--- src/rtl/isoiec7816_pkg.sv ---
// Shared definitions for the ISO/IEC 7816 card-side transmit path:
// character width and transmit-controller state encoding.
package isoiec7816_pkg;

    localparam int CHAR_W = 8;

    typedef enum logic [1:0] {
        ST_IDLE = 2'd0,
        ST_SEND = 2'd1,
        ST_GAP  = 2'd2
    } tx_state_t;

endpackage

--- src/rtl/isoiec7816_fifo.sv ---
// Character queue for the card transmit controller. Storage is written
// synchronously, the head is read combinationally so the controller can
// register it on the load edge. A pop and a push may share a cycle even
// when the queue is full; the freed head slot takes the new byte.
module isoiec7816_fifo
    import isoiec7816_pkg::*;
#(
    parameter int DEPTH_LOG2 = 4
) (
    input  logic                  clk,
    input  logic                  rst,
    input  logic                  flush,
    input  logic                  wr_en,
    input  logic [CHAR_W-1:0]     wr_data,
    input  logic                  rd_en,
    output logic [CHAR_W-1:0]     head,
    output logic                  full,
    output logic                  empty,
    output logic [DEPTH_LOG2:0]   count,
    output logic                  overflow
);

    localparam int                DEPTH     = 1 << DEPTH_LOG2;
    localparam logic [DEPTH_LOG2:0] DEPTH_CNT = (DEPTH_LOG2 + 1)'(DEPTH);

    logic [CHAR_W-1:0]      mem [DEPTH];
    logic [DEPTH_LOG2-1:0]  wr_ptr;
    logic [DEPTH_LOG2-1:0]  rd_ptr;
    logic                   pop;
    logic                   push;

    assign full  = (count == DEPTH_CNT);
    assign empty = (count == '0);
    assign head  = mem[rd_ptr];

    // A flush wins over everything; a full queue only accepts when it pops.
    assign pop  = rd_en && !empty && !flush;
    assign push = wr_en && !flush && (!full || pop);

    // Storage array: data only, no reset needed.
    always_ff @(posedge clk) begin
        if (push) begin
            mem[wr_ptr] <= wr_data;
        end
    end

    // Pointer, occupancy and sticky overflow bookkeeping.
    always_ff @(posedge clk or posedge rst) begin
        if (rst) begin
            wr_ptr   <= '0;
            rd_ptr   <= '0;
            count    <= '0;
            overflow <= 1'b0;
        end else if (flush) begin
            wr_ptr   <= '0;
            rd_ptr   <= '0;
            count    <= '0;
            overflow <= 1'b0;
        end else begin
            if (push) begin
                wr_ptr <= wr_ptr + 1'b1;
            end
            if (pop) begin
                rd_ptr <= rd_ptr + 1'b1;
            end
            case ({push, pop})
                2'b10:   count <= count + 1'b1;
                2'b01:   count <= count - 1'b1;
                default: count <= count;
            endcase
            if (wr_en && full && !pop) begin
                overflow <= 1'b1;
            end
        end
    end

endmodule

--- src/rtl/isoiec7816_card_tx_ctrl.sv ---
// Card transmit controller: queues characters and hands them one at a
// time to the character engine, inserting a programmable idle gap after
// each one. The queued count includes the character currently in flight;
// it is only popped when the engine reports it transmitted.
module isoiec7816_card_tx_ctrl
    import isoiec7816_pkg::*;
#(
    parameter int DEPTH_LOG2 = 4
) (
    input  logic                  clock_in,
    input  logic                  reset_in,
    input  logic                  enable,
    input  logic                  card_rst,
    input  logic [7:0]            gap,
    input  logic [CHAR_W-1:0]     wr_data,
    input  logic                  wr_en,
    output logic                  full,
    output logic                  empty,
    output logic [DEPTH_LOG2:0]   count,
    output logic                  overflow,
    output logic [CHAR_W-1:0]     char_tx,
    output logic                  char_tx_load,
    input  logic                  char_tx_transmitted,
    output logic                  tx_done
);

    localparam logic [DEPTH_LOG2:0] ONE_CNT = (DEPTH_LOG2 + 1)'(1);

    tx_state_t          state;
    logic [7:0]         gap_cnt;
    logic [CHAR_W-1:0]  head;
    logic               pop;
    logic               flush;

    // Card reset held low empties the queue and parks the controller.
    assign flush = !card_rst;
    // Transmitted pulses only matter while a character is outstanding.
    assign pop   = (state == ST_SEND) && char_tx_transmitted && card_rst;

    isoiec7816_fifo #(
        .DEPTH_LOG2 (DEPTH_LOG2)
    ) u_fifo (
        .clk      (clock_in),
        .rst      (reset_in),
        .flush    (flush),
        .wr_en    (wr_en),
        .wr_data  (wr_data),
        .rd_en    (pop),
        .head     (head),
        .full     (full),
        .empty    (empty),
        .count    (count),
        .overflow (overflow)
    );

    // Transmit sequencing: load head, wait for completion, idle for gap.
    always_ff @(posedge clock_in or posedge reset_in) begin
        if (reset_in) begin
            state        <= ST_IDLE;
            gap_cnt      <= 8'd0;
            char_tx      <= '0;
            char_tx_load <= 1'b0;
            tx_done      <= 1'b0;
        end else begin
            tx_done <= 1'b0;
            if (!card_rst) begin
                state        <= ST_IDLE;
                gap_cnt      <= 8'd0;
                char_tx_load <= 1'b0;
            end else begin
                case (state)
                    ST_IDLE: begin
                        if (enable && !empty) begin
                            char_tx      <= head;
                            char_tx_load <= 1'b1;
                            state        <= ST_SEND;
                        end
                    end
                    ST_SEND: begin
                        if (char_tx_transmitted) begin
                            char_tx_load <= 1'b0;
                            // Last character leaves only if no write refills the queue.
                            tx_done      <= (count == ONE_CNT) && !wr_en;
                            if (gap != 8'd0) begin
                                gap_cnt <= gap;
                                state   <= ST_GAP;
                            end else begin
                                state   <= ST_IDLE;
                            end
                        end
                    end
                    ST_GAP: begin
                        if (gap_cnt <= 8'd1) begin
                            gap_cnt <= 8'd0;
                            state   <= ST_IDLE;
                        end else begin
                            gap_cnt <= gap_cnt - 8'd1;
                        end
                    end
                    default: begin
                        state <= ST_IDLE;
                    end
                endcase
            end
        end
    end

endmodule

--- config.mk ---
export PLATFORM = sky130hd
export DESIGN_NAME = isoiec7816_card_tx_ctrl
export DESIGN_NICKNAME = d
export VERILOG_FILES = /design/src/rtl/isoiec7816_pkg.sv /design/src/rtl/isoiec7816_fifo.sv /design/src/rtl/isoiec7816_card_tx_ctrl.sv
export SDC_FILE = /design/constraint.sdc
export NUM_CORES = 1
export LEC_CHECK = 0
export BUFFER_PORTS_ARGS = -buffer_cell sky130_fd_sc_hd__clkbuf_2
export CAP_MARGIN = 20
export CELL_PAD_IN_SITES_DETAIL_PLACEMENT = 1
export CELL_PAD_IN_SITES_GLOBAL_PLACEMENT = 1
export CORE_MARGIN = 10
export CORE_UTILIZATION = 46
export CTS_CLUSTER_SIZE = 16
export DETAILED_ROUTE_END_ITERATION = 7
export PLACE_DENSITY = 0.78
export SLEW_MARGIN = 25
export SYNTH_ARGS = -nofsm -noshare
export SYNTH_HDL_FRONTEND = slang
export SYNTH_SLANG_ARGS = --single-unit
--- constraint.sdc ---
create_clock -name clock_in -period 2.15 [get_ports clock_in]
set_input_delay 0.1075 -clock clock_in [delete_from_list [all_inputs] [get_ports clock_in]]
set_output_delay 0.1075 -clock clock_in [all_outputs]
set_load 0.005 [all_outputs]
==> impl_metrics.tcl <==
set metrics [dict create \
    clk_latency_ns 0.43 \
    hold_depth 3 \
    drive_gt1_share_pct 32.20 \
    fin_ws_ns 0.07891 \
    vias 4084 \
    fp.dieW_um 142.6 \
    synth_edf_count 128 \
    grt_first_pass_wirelength_um 26300 \
    place_inst 645 \
    p_leak_nw 2.993 \
    root_buffer "clkbuf_16" \
    ios 40 \
    die-area_mm2 0.02033 \
    drv_cap 0 \
    outcome "finished clean" \
    whs_ns 0.03153 \
    finClkSkew_ns 0.01230 \
    grt_max_degree 35 \
    pre_cts_slack_ns -0.04016 \
    initialDrtViolationCount 427 \
    netlist_top_cells_area "edfxtp_1 56%, dfrtp_1 12%, mux4_2 10%" \
    drcViolationCount 0 \
    fillers 1367 \
    slew_viol_final 0 \
    period_share_pct 96.33 \
    portBuffers 39 \
    synth_warnings 0 \
    ys_types 58 \
    synth_area_leader_cell "edfxtp_1" \
    syn_area_mm2 0.006913 \
    r2r_start "u_fifo.count[0]$_DFFE_PP0P_" \
    cts-buffers-inserted 17 \
    grt_use_total_pct 17.50 \
    period_minus_slack_ns 2.071 \
    grt_pass1_vias 4293 \
    synth_cells 419 \
    clock-sinks 162 \
    critical_path_class "flip-flop to flip-flop" \
    antenna_found_initial 0 \
    hp-class "input pin to flip-flop" \
    avgViaCountPerCell 5.971 \
    reg2reg_to "u_fifo.mem[1][7]$_DFFE_PP_" \
    postRouteAntennaNets 0 \
    syn-mean-instance-area_um2 16.50 \
    initial_core_util_pct 47.21 \
    critPathMaxFanout 8 \
    first_pass_iters 5 \
    synth_seq_cells 162 \
    worst_pin_slew_ns 0.6854 \
    dp_hpwl_um 11250 \
    arrival_ns 2.19 \
    endpoint_kind "flip-flop" \
    cts_tree "done" \
    powerDensity_mw_per_mm2 975.1 \
    tns_ns 0 \
    setup_viol 0 \
    clockBufferDepth 2 \
    die_h_um 142.6 \
    stdcell_count 684 \
    clk_pin_slew_ns 0.06 \
    yosysTopAreaCellShare_pct 55.60 \
    wirelength_um 17190 \
    row_count 44 \
    syn2layout_area_growth_pct 18.53 \
    start_kind "flip-flop" \
    htreeDepth 4 \
    p_total_mw 7.990 \
    hold_violations 0 \
    core_area_mm2 0.01464 \
    gp_congestion 0.7982 \
    synth_ff_type "edfxtp_1" \
    grt-ovfl-total 0 \
    routedWlPerCell_um 25.13 \
    nets 520 \
    placed_area_mm2 0.007448 \
    slew-limit-headroom_pct 54.14 \
    cp_data_required_time_ns 2.27 \
    utilization_pct 55.96 \
    stdcell_area_mm2 0.008194 \
    async_reset_ff_share_pct 20.99 \
    diodes 0 \
    min_from "gap[4]" \
    r2r_cells 8 \
    synth_nets 452 \
    holdPathEnd "gap_cnt[4]$_DFFE_PP0P_" \
    ir_drop_mv 0.5958 \
    fmax_mhz 482.8 \
    ys_seq_area_share_pct 67.91 \
    ff2ff_setup_slack_ns 0.08 \
]
[registers in the layout, indices dropped and copies added (netlist names)]
register / flops
gap_cnt: 8
u_fifo.mem: 128
u_fifo.count: 5
tx_done: 1
state: 2
u_fifo.rd_ptr: 4
u_fifo.wr_ptr: 4
u_fifo.overflow: 1
char_tx: 8
char_tx_load: 1
[where the power goes]
part / switching [mW] / internal (mW) / leakage, nW
clock: 1.28 / 1.87 / 0.305
sequential: 0.149 / 3.56 / 1.60
combinational: 0.635 / 0.490 / 1.09
total: 2.07 / 5.92 / 2.99
[how the worst max path moves through the flow]
stage / slack, ns / start / end
6_report: 0.08 / u_fifo.count[0]$_DFFE_PP0P_ / u_fifo.mem[1][7]$_DFFE_PP_
5_1_grt: -0.02 / u_fifo.count[0]$_DFFE_PP0P_ / u_fifo.mem[1][7]$_DFFE_PP_
4_1_cts: -0.05 / u_fifo.count[0]$_DFFE_PP0P_ / u_fifo.mem[10][5]$_DFFE_PP_
3_5_place_dp: -0.04 / u_fifo.count[0]$_DFFE_PP0P_ / u_fifo.mem[8][1]$_DFFE_PP_
3_3_place_gp: 0.007 / u_fifo.count[0]$_DFFE_PP0P_ / u_fifo.mem[6][2]$_DFFE_PP_
2_1_floorplan: -0.05 / u_fifo.count[0]$_DFFE_PP0P_ / u_fifo.mem[10][0]$_DFFE_PP_
[layer usage]
layer | vias to the layer above | GRT usage [%] | part of all wire, %
met4 | 0 | 7.112 | 1.9
met1 | 2131 | 23.08 | 43
met5 | - | 0 | 0
met3 | 22 | 3.371 | 5.0
li1 | 1787 | - | -
met2 | 144 | 27.93 | 50
[critical path, stage by stage, from the launching register on]
cell      delay (ns)
dfrtp_1         0.35
inv_1           0.06
ha_1            0.20
and4bb_2        0.27
a21boi_4        0.18
nand2_2         0.11
nor3_1          0.19
buf_4           0.18
and2_4          0.22
[placed cells by master (no fill, tap or decap), types with 5 or more instances in the layout]
cell type        n
mux2i_1          5
dlygate4sd3_1    5
clkbuf_16       17
nor2_1          12
xnor2_1          5
nand4_1          5
a22o_1          10
nor2b_1          8
nand2_1         26
buf_4           22
o21ai_0         21
inv_1            9
edfxtp_1       128
mux4_2          32
dfrtp_1         33
a221oi_1         8
and2_1           6
clkbuf_2        39
and2_4          12
nor3_1           7
ha_1            11
[kinds of logic (layout without fill, tap and decap cells)]
kind of cell | Yosys count | in the layout | share of synthesized area [%]
buf+inv | 29 | 110 | 1.991
fa+ha+maj | 11 | 11 | 1.991
xor+xnor | 7 | 7 | 0.8869
simple gates | 110 | 110 | 9.376
compound gates | 62 | 62 | 6.534
mux | 38 | 38 | 11.31
flops | 162 | 162 | 67.91
[synth_stat cells, types with 3 or more instances]
cell and instances:
nand2_1 27, dfrtp_1 34, nand2b_1 3, nand4_1 5
buf_2 4, inv_1 9, mux4_2 32, xnor2_1 5
a22o_1 10, a21oi_1 3, and2_1 21, or3_1 4
nor2b_1 8, nor3_1 8, edfxtp_1 128, mux2i_1 5
ha_1 11, o31ai_1 3, nor2_1 12, o21ai_0 21
a221oi_1 8, nand3_1 3, nor4_1 3, buf_4 4
clkbuf_1 8
[final cells by class]
class | count | area (um^2) | share of cell area, %
Sequential cell | 162 | 4696 | 57.31
Multi-Input combinational cell | 228 | 2150 | 26.23
Clock buffer | 21 | 480.5 | 5.863
Timing Repair Buffer | 69 | 461.7 | 5.634
Tap cell | 184 | 230.2 | 2.810
Clock inverter | 11 | 142.6 | 1.741
Inverter | 9 | 33.78 | 0.4123
[what timing repair did]
action | CTS | global route
gates cloned | 0 | 0
pin swaps | 0 | 2
hold buffers | 5 | 0
endpoints found under the setup margin | 79 | 132
gates resized for setup | 4 | 19
setup buffers | 0 | 2
endpoints found under the hold margin | 38 | 0
(Power assumes the default switching activity.)
